**src/rtl/game_ctrl_if.sv**
```systemverilog
// rtl/game_ctrl_if.sv - handshake/score bundle between a match driver and game_ctrl
// Purpose: groups the match-control inputs and the registered controller outputs.
// Ports (slave = game_ctrl side):
//   in : start, clear, mode[1:0], init_val[SIZE-1:0], winner, loser
//   out: control[1:0], INIT_l[SIZE-1:0], INIT_c, dp_clr, w_count/l_count[MAX_SCORE-1:0],
//        WHO[1:0], GAMEOVER, busy
interface game_ctrl_if #(
    parameter int SIZE      = 4,
    parameter int MAX_SCORE = 4
);
    logic                 start;
    logic                 clear;
    logic [1:0]           mode;
    logic [SIZE-1:0]      init_val;
    logic                 winner;
    logic                 loser;
    logic [1:0]           control;
    logic [SIZE-1:0]      INIT_l;
    logic                 INIT_c;
    logic                 dp_clr;
    logic [MAX_SCORE-1:0] w_count;
    logic [MAX_SCORE-1:0] l_count;
    logic [1:0]           WHO;
    logic                 GAMEOVER;
    logic                 busy;

    modport master (
        output start, clear, mode, init_val, winner, loser,
        input  control, INIT_l, INIT_c, dp_clr, w_count, l_count, WHO, GAMEOVER, busy
    );

    modport slave (
        input  start, clear, mode, init_val, winner, loser,
        output control, INIT_l, INIT_c, dp_clr, w_count, l_count, WHO, GAMEOVER, busy
    );
endinterface

```
**src/rtl/game_ctrl.sv**
```systemverilog
// rtl/game_ctrl.sv - match sequencer: load/play/score rounds until one score saturates
// Purpose: drives a counter (control/INIT_l/INIT_c) through rounds, keeps win/lose
//   scores, and reports the match result. All outputs are registered.
// Ports: clk, reset (async active-low), bus (game_ctrl_if.slave).
// Option: define GAME_CTRL_AUTO_RESTART_EN to leave OVER automatically after 8 cycles.
module game_ctrl #(
    parameter int SIZE      = 4,
    parameter int MAX_SCORE = 4
) (
    input  logic        clk,
    input  logic        reset,
    game_ctrl_if.slave  bus
);

    typedef enum logic [2:0] {S_IDLE, S_LOAD, S_PLAY, S_SCORE, S_OVER} state_t;

    state_t               state_q, state_d;
    logic [1:0]           mode_q, mode_d;
    logic [SIZE-1:0]      init_q, init_d;
    logic [MAX_SCORE-1:0] w_count_q, w_count_d;
    logic [MAX_SCORE-1:0] l_count_q, l_count_d;
    logic [1:0]           control_q, control_d;
    logic [SIZE-1:0]      init_l_q, init_l_d;
    logic                 init_c_q, init_c_d;
    logic                 dp_clr_q, dp_clr_d;
    logic [1:0]           who_q, who_d;
    logic                 gameover_q, gameover_d;
    logic                 busy_q, busy_d;
    logic                 abort;
`ifdef GAME_CTRL_AUTO_RESTART_EN
    logic [2:0]           timer_q, timer_d;
`endif

    always_comb begin
        state_d   = state_q;
        mode_d    = mode_q;
        init_d    = init_q;
        w_count_d = w_count_q;
        l_count_d = l_count_q;
        dp_clr_d  = 1'b0;
        abort     = 1'b0;
`ifdef GAME_CTRL_AUTO_RESTART_EN
        timer_d   = 3'd0;
`endif
        case (state_q)
            S_IDLE: begin
                // clear outranks start so an aborting driver never launches a match
                if (!bus.clear && bus.start) begin
                    mode_d  = bus.mode;
                    init_d  = bus.init_val;
                    state_d = S_LOAD;
                end
            end
            S_LOAD: begin
                if (bus.clear) abort = 1'b1;
                else           state_d = S_PLAY;
            end
            S_PLAY: begin
                if (bus.clear) begin
                    abort = 1'b1;
                end else if (bus.winner) begin
                    w_count_d = w_count_q + MAX_SCORE'(1);
                    state_d   = S_SCORE;
                end else if (bus.loser) begin
                    l_count_d = l_count_q + MAX_SCORE'(1);
                    state_d   = S_SCORE;
                end
            end
            S_SCORE: begin
                // a saturated score always ends the match, so counts never wrap
                if (bus.clear) begin
                    abort = 1'b1;
                end else if ((&w_count_q) || (&l_count_q)) begin
                    state_d  = S_OVER;
                    dp_clr_d = 1'b1;
                end else begin
                    state_d = S_LOAD;
                end
            end
            S_OVER: begin
`ifdef GAME_CTRL_AUTO_RESTART_EN
                // timer is zero on the entry cycle; reaching 7 means 8 cycles spent here
                if (bus.clear || (timer_q == 3'd7)) begin
                    state_d   = S_IDLE;
                    w_count_d = '0;
                    l_count_d = '0;
                end else begin
                    timer_d = timer_q + 3'd1;
                end
`else
                if (bus.clear) begin
                    state_d   = S_IDLE;
                    w_count_d = '0;
                    l_count_d = '0;
                end
`endif
            end
            default: state_d = S_IDLE;
        endcase

        if (abort) begin
            state_d   = S_IDLE;
            w_count_d = '0;
            l_count_d = '0;
            dp_clr_d  = 1'b1;
        end

        // outputs are decoded from the next state so they register alongside it
        control_d  = (state_d == S_PLAY) ? mode_d : 2'b00;
        init_l_d   = init_d;
        init_c_d   = (state_d == S_LOAD);
        gameover_d = (state_d == S_OVER);
        busy_d     = (state_d != S_IDLE);
        who_d      = (state_d == S_OVER) ? ((&w_count_d) ? 2'b01 : 2'b10) : 2'b00;
    end

    always_ff @(posedge clk or negedge reset) begin
        if (!reset) begin
            state_q    <= S_IDLE;
            mode_q     <= 2'b00;
            init_q     <= '0;
            w_count_q  <= '0;
            l_count_q  <= '0;
            control_q  <= 2'b00;
            init_l_q   <= '0;
            init_c_q   <= 1'b0;
            dp_clr_q   <= 1'b0;
            who_q      <= 2'b00;
            gameover_q <= 1'b0;
            busy_q     <= 1'b0;
`ifdef GAME_CTRL_AUTO_RESTART_EN
            timer_q    <= 3'd0;
`endif
        end else begin
            state_q    <= state_d;
            mode_q     <= mode_d;
            init_q     <= init_d;
            w_count_q  <= w_count_d;
            l_count_q  <= l_count_d;
            control_q  <= control_d;
            init_l_q   <= init_l_d;
            init_c_q   <= init_c_d;
            dp_clr_q   <= dp_clr_d;
            who_q      <= who_d;
            gameover_q <= gameover_d;
            busy_q     <= busy_d;
`ifdef GAME_CTRL_AUTO_RESTART_EN
            timer_q    <= timer_d;
`endif
        end
    end

    assign bus.control  = control_q;
    assign bus.INIT_l   = init_l_q;
    assign bus.INIT_c   = init_c_q;
    assign bus.dp_clr   = dp_clr_q;
    assign bus.w_count  = w_count_q;
    assign bus.l_count  = l_count_q;
    assign bus.WHO      = who_q;
    assign bus.GAMEOVER = gameover_q;
    assign bus.busy     = busy_q;

endmodule

```
**src/flat_wrapper.sv**
```systemverilog
// flat-port wrapper written by rule: the top's interface ports become plain ports
module game_ctrl_flat 
#(
    parameter int SIZE      = 4,
    parameter int MAX_SCORE = 4
)
  (clk, reset, bus_start, bus_clear, bus_mode, bus_init_val, bus_winner, bus_loser, bus_control, bus_INIT_l, bus_INIT_c, bus_dp_clr, bus_w_count, bus_l_count, bus_WHO, bus_GAMEOVER, bus_busy);
  game_ctrl_if #(.SIZE(SIZE), .MAX_SCORE(MAX_SCORE)) bus_i ();
  input  logic clk;
  input  logic reset;
  input wire logic [$bits(bus_i.start)-1:0] bus_start;
  input wire logic [$bits(bus_i.clear)-1:0] bus_clear;
  input wire logic [$bits(bus_i.mode)-1:0] bus_mode;
  input wire logic [$bits(bus_i.init_val)-1:0] bus_init_val;
  input wire logic [$bits(bus_i.winner)-1:0] bus_winner;
  input wire logic [$bits(bus_i.loser)-1:0] bus_loser;
  output wire logic [$bits(bus_i.control)-1:0] bus_control;
  output wire logic [$bits(bus_i.INIT_l)-1:0] bus_INIT_l;
  output wire logic [$bits(bus_i.INIT_c)-1:0] bus_INIT_c;
  output wire logic [$bits(bus_i.dp_clr)-1:0] bus_dp_clr;
  output wire logic [$bits(bus_i.w_count)-1:0] bus_w_count;
  output wire logic [$bits(bus_i.l_count)-1:0] bus_l_count;
  output wire logic [$bits(bus_i.WHO)-1:0] bus_WHO;
  output wire logic [$bits(bus_i.GAMEOVER)-1:0] bus_GAMEOVER;
  output wire logic [$bits(bus_i.busy)-1:0] bus_busy;
  assign bus_i.start = bus_start;
  assign bus_i.clear = bus_clear;
  assign bus_i.mode = bus_mode;
  assign bus_i.init_val = bus_init_val;
  assign bus_i.winner = bus_winner;
  assign bus_i.loser = bus_loser;
  assign bus_control = bus_i.control;
  assign bus_INIT_l = bus_i.INIT_l;
  assign bus_INIT_c = bus_i.INIT_c;
  assign bus_dp_clr = bus_i.dp_clr;
  assign bus_w_count = bus_i.w_count;
  assign bus_l_count = bus_i.l_count;
  assign bus_WHO = bus_i.WHO;
  assign bus_GAMEOVER = bus_i.GAMEOVER;
  assign bus_busy = bus_i.busy;
  game_ctrl #(.SIZE(SIZE), .MAX_SCORE(MAX_SCORE)) u_core (.clk(clk), .reset(reset), .bus(bus_i));
endmodule
```
**config.mk**
```make
export PLATFORM = sky130hd
export DESIGN_NAME = game_ctrl_flat
export DESIGN_NICKNAME = d
export VERILOG_FILES = /design/src/rtl/game_ctrl_if.sv /design/src/rtl/game_ctrl.sv /design/src/flat_wrapper.sv
export SDC_FILE = /design/constraint.sdc
export NUM_CORES = 1
export LEC_CHECK = 0
export CORE_MARGIN = 2
export CORE_UTILIZATION = 50
export DETAILED_ROUTE_END_ITERATION = 8
export PLACE_DENSITY = 0.87
export SKIP_LAST_GASP = 1
export SYNTH_ARGS = -nofsm -noshare
export SYNTH_HDL_FRONTEND = slang
export SYNTH_SLANG_ARGS = --single-unit
```
**constraint.sdc**
```tcl
create_clock -name clk -period 4.2 [get_ports clk]
set_input_delay 0.63 -clock clk [delete_from_list [all_inputs] [get_ports clk]]
set_output_delay 0.63 -clock clk [all_outputs]
set_load 0.05 [all_outputs]
```
Word-level counts from Yosys, hierarchy flattened:

Index checks and enable logic that the tools add are counted.

* register bits after elaboration: 25
* input port bits: 12
* output and inout bits: 20
* word-level logic and storage cells: 68

* $add $sub $neg: 2
* eq/ne operators: 11
* muxes and demuxes: 32
* reductions and logical operators: 12

Operator list (count)
* $mux 4: 9
* $mux 3: 9
* $pmux 4 s2: 2
* $pmux 3 s5: 1
* $ne 3x2->1 const B: 4
* $reduce_and 4->1: 3
* $mux 2: 5
* $eq 3x2->1 const B: 3
* $add 4x1->4 const B: 2
* $eq 3x1->1 const B: 2
* $eq 3x3->1 const B: 2
* $mux 1: 6
* $reduce_bool 3->1: 2
* $reduce_and 5->1: 1
* $logic_not 3->1: 1
* $reduce_or 3->1: 1
* $reduce_and 2->1: 1
* $logic_and 1x1->1: 1
* $logic_not 1->1: 1
* $logic_or 1x1->1: 1

Longest topological paths before layout:

* word-level depth: 8
* depth in mapped cells: 6

Worst setup path before layout:

OpenSTA, ideal clock, no wires.

* kind: register to register
* from: register u_core.w_count_q[3], in the netlist u_core.bus.w_count[3]
* to: register u_core.who_q[1], in the netlist u_core.bus.WHO[1]
* arrival time: 1.752 ns
* data required time: 4.081 ns
* setup slack: 2.329 ns
* cell stages (with the launch flop): 6
* path through: dfrtp_1 or4_1 o31ai_2 a22o_2 nand4b_1 and2_1

* word-level cells in the longest chain between the ends: 8
* elaborated cells between the ends (all ways): 16
* those cells by class: 1 x add/sub; 1 x eq/ne; 11 x mux; 3 x reduce/logical

Ends and longest elaborated chain
* from (decl): line game_ctrl.sv:20 `logic [MAX_SCORE-1:0] w_count_q, w_count_d;`
* from (signal assigned): line game_ctrl.sv:138 `w_count_q <= w_count_d;`
* $add 4x1->4: line game_ctrl.sv:62 `w_count_d = w_count_q + MAX_SCORE'(1);`
* $mux 4: line game_ctrl.sv:61 `end else if (bus.winner) begin`
* $mux 4: line game_ctrl.sv:59 `if (bus.clear) begin`
* $pmux 4 s2 *: line game_ctrl.sv:45 `case (state_q)`
* $mux 4 *: line game_ctrl.sv:101 `if (abort) begin`
* via u_core.w_count_d[3]: line game_ctrl.sv:20
* $reduce_and 4->1 *: line game_ctrl.sv:114 `who_d = (state_d == S_OVER) ? ((&w_count_d) ? 2'b01 : 2'b10) : 2'b00;`
* $mux 2 * (2 in a row): line game_ctrl.sv:114
* via u_core.who_d[1]: line game_ctrl.sv:26 `logic [1:0] who_q, who_d;`
* to (signal assigned): line game_ctrl.sv:144 `who_q <= who_d;`
* to (decl): line game_ctrl.sv:26

The timed path passes the listed nets; every way through them passes the cells marked *.
A chain may end at the register's enable or synchronous reset.

Final worst setup path:

* from: input bus_clear
* to: register u_core.l_count_q[2], in the netlist u_core.bus.l_count[2]

* word-level cells in the longest chain between the ends: 4
* elaborated cells between the ends (all ways): 9
* those cells by class: 4 x eq/ne; 3 x mux; 2 x reduce/logical

Ends and longest elaborated chain
* from (decl): line flat_wrapper.sv:12 `input wire logic [$bits(bus_i.clear)-1:0] bus_clear;`
* $mux 1: line game_ctrl.sv:55, game_ctrl.sv:59, game_ctrl.sv:71
* $mux 1
* $ne 3x2->1 (no line) / $reduce_bool 3->1 (equally long branches)
* $reduce_and 5->1 (no line)
* to (signal assigned): line game_ctrl.sv:139 `l_count_q <= l_count_d;`
* to (decl): line game_ctrl.sv:21 `logic [MAX_SCORE-1:0] l_count_q, l_count_d;`

Parallel ways exist; a longest one is shown, timed or not.

==> summary.txt <==
Clk buf depth = 2
Die Area = 0.00288 mm2
Drt wl/cell = 15.8 um
Share of the synthesized area in the top cell type = 0.507
Post-Route WL = 2750 um
Post-synthesis mux area share = 0.0710
Final worst-path cycle share = 0.607
Maximum vdd ir drop = 388 uV
Slew Viols, Final = 0
Ys async rst share = 1.00
Yosys reg bits = 25
DR vias = 1021
Number of diodes = 0
Dpl cells = 170
Fill cells = 191
CTS Root Cell = clkbuf_4
Largest family of logic cells by synthesized area = simple AND/OR/NAND/NOR gates
Synth Area in XOR/XNOR = 0.00710
Combinational Power Share = 0.425
GRT Total Usage = 0.204
Pin count of the biggest net entering global routing = 26
Clock tree from TritonCTS = built
Yosys warns = 0
WHS = 0.512 ns
Synth cell types = 42
Final Hold Vio Count = 0
Synth Net Count = 129
Post-synth EDFFs = 0
Chip Width = 53.7 um
Hold Crit Start = u_core.mode_q[1]
Relative slew slack = 0.285
Hold Path Cell Cnt = 1
Sequential power share = 0.438
Start of the worst register-to-register path = u_core.state_q[2]
DR pass1 iterations = 4
Hold Path End = u_core.mode_q[1]
Fmax = 0.393 GHz
Global-route wire length before repair = 4330 um
Worst Setup Start Kind = input port
Overflow after GRT = 0
Starting Density = 0.542
Number of global-route vias before repair = 957
Cts hold-fix bufs = 0
Leakage = 0.649 nW
Reg-to-reg slack, setup = 2.19 ns
GPL Wtd Cong = 0.845
Worst slew pin tran = 1.07 ns
Post-Syn Area = 0.00123 mm2
Worst Path Max Fanout = 17
Max Cap Viol = 0
Pre-CTS WS = 1.35 ns
Critical path class = in2reg
Clock Skews = 0.00378 ns
Setup crit end kind = register
Worst-path clk slew = 0.13 ns
Cell Pwr Density = 470 mW/mm2
Layout cells sized above 1 = 0.103
Antenna violations before repair = 0
Sw Ratio = 0.414
DRT antenna net count = 0
Area grow syn2layout = 28.5%
DRC = 0
Final setup fails = 0
Sequential area share after synthesis = 0.507
HP Class = reg2reg
Mapped Avg Cell Area = 10.7 um2
Simple-Gate Fraction of Synth Area = 0.206
CTS Buf Count = 3
R2R depth = 5
Hpwl dp = 2000 um
Starting DRC count in detailed routing = 18
Commonest non-fill, non-tap cell in the layout = clkdlybuf4s50_1
Core Box Area = 0.00228 mm2
TritonCTS Sinks = 25
Vias/cell = 5.87
Port Buffers = 31
Critical Path RT = 4.44 ns
Main synth FF type = dfrtp_1
Cell internal pwr = 437 uW
Worst Path Arrival = 2.79 ns
Status = completed
Post-CTS setup buffers = 0
Io pins = 32
PnR worst setup slack = 1.65 ns
Cells after Synth = 115
Most frequent cells in the layout = clkdlybuf4s50_1 (31), dfrtp_1 (25), nor2_1 (9)
Final core utilization = 0.697
Htree depth = 1
Area contributors post-synth = dfrtp_1 (51%), mux2_2 (5.5%), a21oi_1 (2.8%), nor2_1 (2.7%), nand3_1 (2.4%)
Post-synthesis compound-gate area fraction = 0.162
# rows = 17
Non-Filler Instances = 174
Die height = 53.7 um
Setup TNS = 0 ns
Clk_lat worst skew = 0.30 ns
RSZ-0062 raised after global routing = no
Post-CTS Resized = 0
Post-Synth Adder-Cell Area = 0.0203
R2r endpoint = u_core.bus.l_count[2]
Post-layout min period = 2.55 ns
Net switching power figure = 308 uW
Final #Nets = 161
Clock power share = 0.137
Area leader, netlist = dfrtp_1
[registers in the layout, summed over array words and instances (netlist names)]
name / flops
u_core.bus.busy: 1
u_core.bus.GAMEOVER: 1
u_core.bus.INIT_c: 1
u_core.bus.l_count: 4
u_core.bus.w_count: 4
u_core.bus.WHO: 2
u_core.state_q: 3
u_core.mode_q: 2
u_core.init_q: 4
u_core.bus.dp_clr: 1
u_core.bus.control: 2
[worst max-delay path, stage by stage]
cell and delay [ns]:
clkdlybuf4s50_1 0.82, nor4bb_1 0.52, mux2i_1 0.26, a21oi_1 0.27
nand3b_1 0.12, a21oi_1 0.16
[synth_stat cells (2+ instances only)]
library cell,instances
o21ai_0,4
nor3_1,2
dfrtp_1,25
a21oi_1,7
mux2_2,6
nand3_1,6
nand2b_1,3
buf_2,2
nor2_1,9
inv_1,3
mux2i_1,2
ha_1,2
and2_1,3
nor3b_1,3
nand2_1,6
nand3b_1,3
a211oi_1,2
a31oi_1,2
nand4b_1,2
[cell type report]
type                    count  area [um2]  share of cell area
clock buffers               3        22.5              0.0142
clock inverters             1        5.00             0.00316
inverters                   3        11.3             0.00710
multi-input cells          83         576               0.363
flip-flops and latches     25         626               0.395
well taps                  28        35.0              0.0221
repair buffers             31         310               0.196
[cell families after synthesis]
group,Yosys count
simple gates,44
flops,25
xor+xnor,1
mux,8
compound gates,28
fa+ha+maj,2
buf+inv,7
[power by group through the flow]
stage          combinational [mW]  clock [mW]  sequential (mW)
2_1_floorplan               0.100           0            0.435
3_3_place_gp                0.310           0            0.326
3_5_place_dp                0.317           0            0.329
4_1_cts                     0.318       0.106            0.325
5_1_grt                     0.337       0.116            0.330
6_report                    0.317       0.102            0.326
[through the flow]
step	power, mW	instance area [um2]
4_1_cts	0.749	1590
2_1_floorplan	0.536	1230
3_5_place_dp	0.646	1560
5_1_grt	0.784	1590
6_report	0.745	1590
3_3_place_gp	0.635	1560
[per-layer routing]
| layer | share of wire | wire length (um) | track usage |
|---|---|---|---|
| met4 | 0.0058 | 16 | 0.0385 |
| met2 | 0.48 | 1320 | 0.356 |
| met5 | 0 | 0 | 0 |
| met1 | 0.45 | 1240 | 0.262 |
| met3 | 0.064 | 175 | 0.0417 |
[worst max path at each step]
| stage | from | end | slack, ns | cells past startpoint |
|---|---|---|---|---|
| CTS | bus_clear | u_core.bus.l_count[2] | 1.67 | 6 |
| global route | bus_clear | u_core.bus.l_count[2] | 1.52 | 6 |
| global placement | bus_clear | u_core.bus.l_count[3] | 1.53 | 6 |
| detailed placement | bus_clear | u_core.bus.l_count[2] | 1.35 | 6 |
| floorplan | u_core.bus.w_count[3] | u_core.bus.WHO[1] | 2.33 | 5 |
| finish | bus_clear | u_core.bus.l_count[2] | 1.65 | 6 |
Note: power is estimated with default switching activity, not from simulation.
